<file path="src/rtl/genesis_pad_responder_if.sv">
// genesis_pad_responder_if: pad-side signal bundle for the Genesis DB9 responder.
// master = host/reader side (drives select and button state), slave = the pad.
interface genesis_pad_responder_if;
    logic [7:0] buttons;   // {start, a, b, c, up, down, left, right}, pressed = 1
    logic [3:0] xyz_mode;  // {x, y, z, mode}, pressed = 1
    logic       sel;       // host select line, asynchronous to clk
    logic       pin0;      // DB9 pin 1, active-low
    logic       pin1;      // DB9 pin 2, active-low
    logic       pin2;      // DB9 pin 3, active-low
    logic       pin3;      // DB9 pin 4, active-low
    logic       pin5;      // DB9 pin 6, active-low
    logic       pin8;      // DB9 pin 9, active-low
    logic [2:0] phase;     // 6-button phase, 0..4

    modport master (
        output buttons, xyz_mode, sel,
        input  pin0, pin1, pin2, pin3, pin5, pin8, phase
    );

    modport slave (
        input  buttons, xyz_mode, sel,
        output pin0, pin1, pin2, pin3, pin5, pin8, phase
    );
endinterface

</file>
<file path="src/rtl/genesis_pad_responder.sv">
// genesis_pad_responder: device-side emulation of a Sega Genesis DB9 pad.
// Watches the host select line and drives the six multiplexed active-low pad
// lines from the button vectors, as a physical 3- or 6-button pad would.
// Optional feature macro: GENESIS_SIX_BUTTON_EN (6-button phase counter,
// idle timeout and extended mappings). Undefined: plain 3-button pad.
module genesis_pad_responder #(
    parameter int unsigned TIMEOUT_CYCLES = 150000
) (
    input  logic                          clk,
    input  logic                          reset,
    genesis_pad_responder_if.slave        pad
);

    typedef enum logic [2:0] {
        PH0 = 3'd0,
        PH1 = 3'd1,
        PH2 = 3'd2,
        PH3 = 3'd3,
        PH4 = 3'd4
    } phase_t;

    // Named button views, all pressed = 1
    logic btn_start, btn_a, btn_b, btn_c;
    logic btn_up, btn_down, btn_left, btn_right;

    assign btn_start = pad.buttons[7];
    assign btn_a     = pad.buttons[6];
    assign btn_b     = pad.buttons[5];
    assign btn_c     = pad.buttons[4];
    assign btn_up    = pad.buttons[3];
    assign btn_down  = pad.buttons[2];
    assign btn_left  = pad.buttons[1];
    assign btn_right = pad.buttons[0];

    logic sel_meta;
    logic sel_s;

    // Pin register, ordered {pin0, pin1, pin2, pin3, pin5, pin8}
    logic [5:0] pins_q;
    logic [5:0] pins_d;

    // Two-flop synchronizer for the asynchronous select line; idles high
    always_ff @(posedge clk) begin
        if (reset) begin
            sel_meta <= 1'b1;
            sel_s    <= 1'b1;
        end else begin
            sel_meta <= pad.sel;
            sel_s    <= sel_meta;
        end
    end

`ifdef GENESIS_SIX_BUTTON_EN
    localparam int unsigned       IDLE_W   = $clog2(TIMEOUT_CYCLES + 1);
    localparam logic [IDLE_W-1:0] IDLE_MAX = IDLE_W'(TIMEOUT_CYCLES);

    logic              sel_prev;
    logic              sel_fall;
    logic [IDLE_W-1:0] idle_q;
    logic [IDLE_W-1:0] idle_inc;
    logic              timeout;
    phase_t            phase_q;
    phase_t            phase_d;

    // Delayed copy of the synchronized select for falling-edge detection
    always_ff @(posedge clk) begin
        if (reset) begin
            sel_prev <= 1'b1;
        end else begin
            sel_prev <= sel_s;
        end
    end

    assign sel_fall = sel_prev & ~sel_s;

    // Idle timer increment, saturating so it never wraps
    always_comb begin
        idle_inc = idle_q;
        if (idle_q != IDLE_MAX) begin
            idle_inc = idle_q + IDLE_W'(1);
        end
        timeout = (idle_inc == IDLE_MAX);
    end

    // Phase state and idle timer registers
    always_ff @(posedge clk) begin
        if (reset) begin
            phase_q <= PH0;
            idle_q  <= '0;
        end else begin
            phase_q <= phase_d;
            idle_q  <= sel_fall ? '0 : idle_inc;
        end
    end

    // Next phase: edges advance (saturating at 4), timeout returns to 0.
    // A timeout coinciding with an edge collapses to the first phase.
    always_comb begin
        phase_d = phase_q;
        if (sel_fall) begin
            if (timeout) begin
                phase_d = PH1;
            end else begin
                unique case (phase_q)
                    PH0:      phase_d = PH1;
                    PH1:      phase_d = PH2;
                    PH2:      phase_d = PH3;
                    PH3, PH4: phase_d = PH4;
                    default:  phase_d = PH0;
                endcase
            end
        end else if (timeout) begin
            phase_d = PH0;
        end
    end

    assign pad.phase = phase_q;
`else
    assign pad.phase = '0;
`endif

    // Pin mapping for the next output register value; uses the phase being
    // loaded in the same edge so the new mapping has no stale-phase cycle
    always_comb begin
        if (sel_s) begin
            pins_d = {~btn_up, ~btn_down, ~btn_left, ~btn_right, ~btn_b, ~btn_c};
        end else begin
            // pins 2/3 low while select is low: pad-present ID
            pins_d = {~btn_up, ~btn_down, 1'b0, 1'b0, ~btn_a, ~btn_start};
        end
`ifdef GENESIS_SIX_BUTTON_EN
        if (phase_d == PH3) begin
            if (sel_s) begin
                pins_d = {~pad.xyz_mode[1], ~pad.xyz_mode[2], ~pad.xyz_mode[3],
                          ~pad.xyz_mode[0], ~btn_b, ~btn_c};
            end else begin
                // all four low: 6-button ID
                pins_d = {4'b0000, ~btn_a, ~btn_start};
            end
        end else if ((phase_d == PH4) && !sel_s) begin
            pins_d = {4'b1111, ~btn_a, ~btn_start};
        end
`endif
    end

    // Registered active-low outputs; reset shows the idle select-high group
    always_ff @(posedge clk) begin
        if (reset) begin
            pins_q <= '1;
        end else begin
            pins_q <= pins_d;
        end
    end

    assign pad.pin0 = pins_q[5];
    assign pad.pin1 = pins_q[4];
    assign pad.pin2 = pins_q[3];
    assign pad.pin3 = pins_q[2];
    assign pad.pin5 = pins_q[1];
    assign pad.pin8 = pins_q[0];

endmodule

</file>
<file path="src/flat_wrapper.sv">
// flat-port wrapper written by rule: the top's interface ports become plain ports
module genesis_pad_responder_flat 
#(
    parameter int unsigned TIMEOUT_CYCLES = 150000
)
  (clk, reset, pad_buttons, pad_xyz_mode, pad_sel, pad_pin0, pad_pin1, pad_pin2, pad_pin3, pad_pin5, pad_pin8, pad_phase);
  genesis_pad_responder_if pad_i ();
  input  logic clk;
  input  logic reset;
  input wire logic [$bits(pad_i.buttons)-1:0] pad_buttons;
  input wire logic [$bits(pad_i.xyz_mode)-1:0] pad_xyz_mode;
  input wire logic [$bits(pad_i.sel)-1:0] pad_sel;
  output wire logic [$bits(pad_i.pin0)-1:0] pad_pin0;
  output wire logic [$bits(pad_i.pin1)-1:0] pad_pin1;
  output wire logic [$bits(pad_i.pin2)-1:0] pad_pin2;
  output wire logic [$bits(pad_i.pin3)-1:0] pad_pin3;
  output wire logic [$bits(pad_i.pin5)-1:0] pad_pin5;
  output wire logic [$bits(pad_i.pin8)-1:0] pad_pin8;
  output wire logic [$bits(pad_i.phase)-1:0] pad_phase;
  assign pad_i.buttons = pad_buttons;
  assign pad_i.xyz_mode = pad_xyz_mode;
  assign pad_i.sel = pad_sel;
  assign pad_pin0 = pad_i.pin0;
  assign pad_pin1 = pad_i.pin1;
  assign pad_pin2 = pad_i.pin2;
  assign pad_pin3 = pad_i.pin3;
  assign pad_pin5 = pad_i.pin5;
  assign pad_pin8 = pad_i.pin8;
  assign pad_phase = pad_i.phase;
  genesis_pad_responder #(.TIMEOUT_CYCLES(TIMEOUT_CYCLES)) u_core (.clk(clk), .reset(reset), .pad(pad_i));
endmodule
</file>
<file path="config.mk">
export PLATFORM = sky130hd
export DESIGN_NAME = genesis_pad_responder_flat
export DESIGN_NICKNAME = d
export VERILOG_FILES = /design/src/rtl/genesis_pad_responder_if.sv /design/src/rtl/genesis_pad_responder.sv /design/src/flat_wrapper.sv
export SDC_FILE = /design/constraint.sdc
export NUM_CORES = 1
export LEC_CHECK = 0
export ABC_AREA = 1
export ABC_CLOCK_PERIOD_IN_PS = 800
export CORE_AREA = 2 2 39 41
export DETAILED_ROUTE_END_ITERATION = 16
export DIE_AREA = 0 0 41 43
export HOLD_SLACK_MARGIN = 0.1
export SYNTH_ARGS = -nofsm -noshare
export SYNTH_HDL_FRONTEND = slang
export SYNTH_SLANG_ARGS = --single-unit
export TNS_END_PERCENT = 5
</file>
<file path="constraint.sdc">
create_clock -name clk -period 0.8 [get_ports clk]
set_clock_uncertainty 0.05 [all_clocks]
set_input_delay 0.16 -clock clk [delete_from_list [all_inputs] [get_ports clk]]
set_output_delay 0.16 -clock clk [all_outputs]
set_load 0.01 [all_outputs]
</file>
==> results.toml <==
[synthesis]
synth_top_family_by_area = "buffers and inverters"
synth_compound_area_frac = 0.0645
synth_xor_area_frac = 0
yosysSeqAreaShare = 0.590
synth_mux_area_frac = 0
ys_ff_latch = 8
synthAdderAreaFrac = 0
syn-cell-area_um2 = 272
syn_avg_cell_area_um2 = 9.05
yosysUniqueCellTypes = 9
yosys_warnings = 0
synthSimpleGateAreaFrac = 0.166
postSynthCellCount = 30

[place]
gp_congestion = 0.528
portBuffers = 16
dp_hpwl_um = 356
place_ws_ps = -221
dp_cells = 61

[run]
cap_violations = 0

[cts]
clk_root_buffer_cell = "clkbuf_4"
post_cts_buffers = 0
clkLatencyLatePin_ps = 240
clockBufferDepth = 2
h-tree-depth = 1
clock-sinks = 8
clkTransAtPathRegs_ps = 50
cts_tree = "yes"
numCtsBuffers = 3
cts_hold_buf = 0

[worst_setup_path]
critical_path_class = "register to output pin"
ff2ff_path_depth = 3
crit_buf_inv = 1
crit_path_end = "pad_pin5"
reg2reg_to = "u_core.pins_q[0]"
end_kind = "output pin"
timing.rr.start = "u_core.sel_s"
startpoint = "u_core.pins_q[1]"
cpMaxStageDelayCell = "dfxtp_1"
rrSetupSlack_ps = 90
worstPathArrival_ps = 650
crit_path_start_kind = "register"
crit_chain = "buf_2"
worst-path-stages = 1
path_delay_family = "flip-flops"
crit_fanout = 1
max_stage_delay_ps = 290
required_ps = 590

[route]
viasPerCell = 3.48
drtAntennaViolNets = 0
firstDrtPassIters = 3
vias = 223
drc_errors = 0
initialDrtViolationCount = 2
totalWireLength_um = 427
wl_per_cell_um = 6.67

[power]
p_leak_nw = 0.205
powerDensity_mw_per_mm2 = 1930
vdd_drop_max_v = 0.000841
p_total_mw = 0.829

[timing]
maxSlewViolCount = 0
fin_crit_ps = 865
grt_setup_unrepaired = "yes"
fin_setup_tns_ps = -387
post-route-period-util = 1.08
hold_viol = 0
setup_viol_count_final = 6
timing.fmax_mhz = 1160
final.setup.worst_slack_ps = -65.0

[die]
core_mm2 = 0.00138
boundaryPins = 24
die_h_um = 43
start_util = 0.196
rows = 14
dieArea_mm2 = 0.00176
die_w_um = 41

[global_route]
grt_pass1_vias = 182
grt_pass1_wl_um = 634
grt_max_degree = 7
antenna_found_initial = 0
track_usage = 0.0585
gr-total-overflow = 0

[layout]
fin_nets = 65
synthToLayoutAreaGrowth_pct = 58.1
diodes = 0
layout_commonest_cell = "clkdlybuf4s50_1"
mostFrequentLayoutCells = "10 x clkdlybuf4s50_1, 8 x dfxtp_1, 6 x nand2_1, 6 x buf_2, 4 x inv_1"
final_cells = 64
drive_gt1_frac = 0.271

[outcome]
outcome = "finished, violations left"
violations = "setup timing"

[min_path]
hold_class = "register to register"
[repair_timing]
action	4_1_cts	5_1_grt
cloned	0	0
setup endpoints to repair	6	6
endpoints found under the hold margin	0	0
gates resized for setup	24	0
[state kept, by name (all words and copies together), names as in the netlist]
name and count:
u_core.pins_q 6, u_core.sel_s 1, u_core.sel_meta 1
[synthesized netlist by cell type]
library cell	number	area, µm²
conb_1	1	3.75
dfxtp_1	8	160
inv_2	2	7.51
nand3_1	2	10.0
nand2_1	6	22.5
buf_4	3	22.5
or2_1	2	12.5
o21ai_2	2	17.5
inv_1	4	15.0
[cell families (layout without fill, tap and decap cells)]
logic type             after synthesis  count (layout)
AOI/OAI and AO/OA                    2               2
buffers and inverters                9              25
DFF                                  8               8
other                                1               3
and+or+nand+nor                     10              10
[where the power goes]
group	total, mW	switching [mW]	internal [mW]
clock network	0.289	0.118	0.170
logic	0.113	0.0461	0.0667
registers	0.427	0.00495	0.422
total	0.829	0.169	0.659
[worst min-delay path by stage]
stage,slack [ps],end,depth (start not counted),start
2_1_floorplan,180,u_core.pins_q[4],1,pad_buttons[2]
3_3_place_gp,340,u_core.sel_s,1,u_core.sel_meta
3_5_place_dp,340,u_core.sel_s,1,u_core.sel_meta
4_1_cts,360,u_core.sel_s,1,u_core.sel_meta
5_1_grt,350,u_core.pins_q[4],2,pad_buttons[2]
6_report,350,u_core.sel_s,1,u_core.sel_meta
[area by class of cell]
class / instances / area [µm²]
inverter: 6 / 22.5
sequential: 8 / 160
clock buffer: 3 / 22.5
fill: 163 / 955
timing repair buffer: 16 / 130
multi-input combinational: 15 / 73.8
tap: 16 / 20.0
[metrics by stage]
stage | hold WS [ps] | cell area, µm² | util
after global placement | 338 | 437 | 0.316
after floorplan | 179 | 279 | -
after detailed placement | 343 | 437 | 0.316
after global routing | 349 | 429 | 0.310
final | 350 | 429 | 0.310
after CTS | 355 | 429 | 0.310
[routing by layer]
metal / share of wire / up-vias / global-route usage
li1: - / 118 / -
met1: 0.37 / 94 / 0.0619
met2: 0.53 / 11 / 0.0844
met3: 0.11 / 0 / 0.0314
met4: 0 / 0 / 0.0400
met5: 0 / - / 0
No activity file was read; power rests on OpenSTA's default activity.
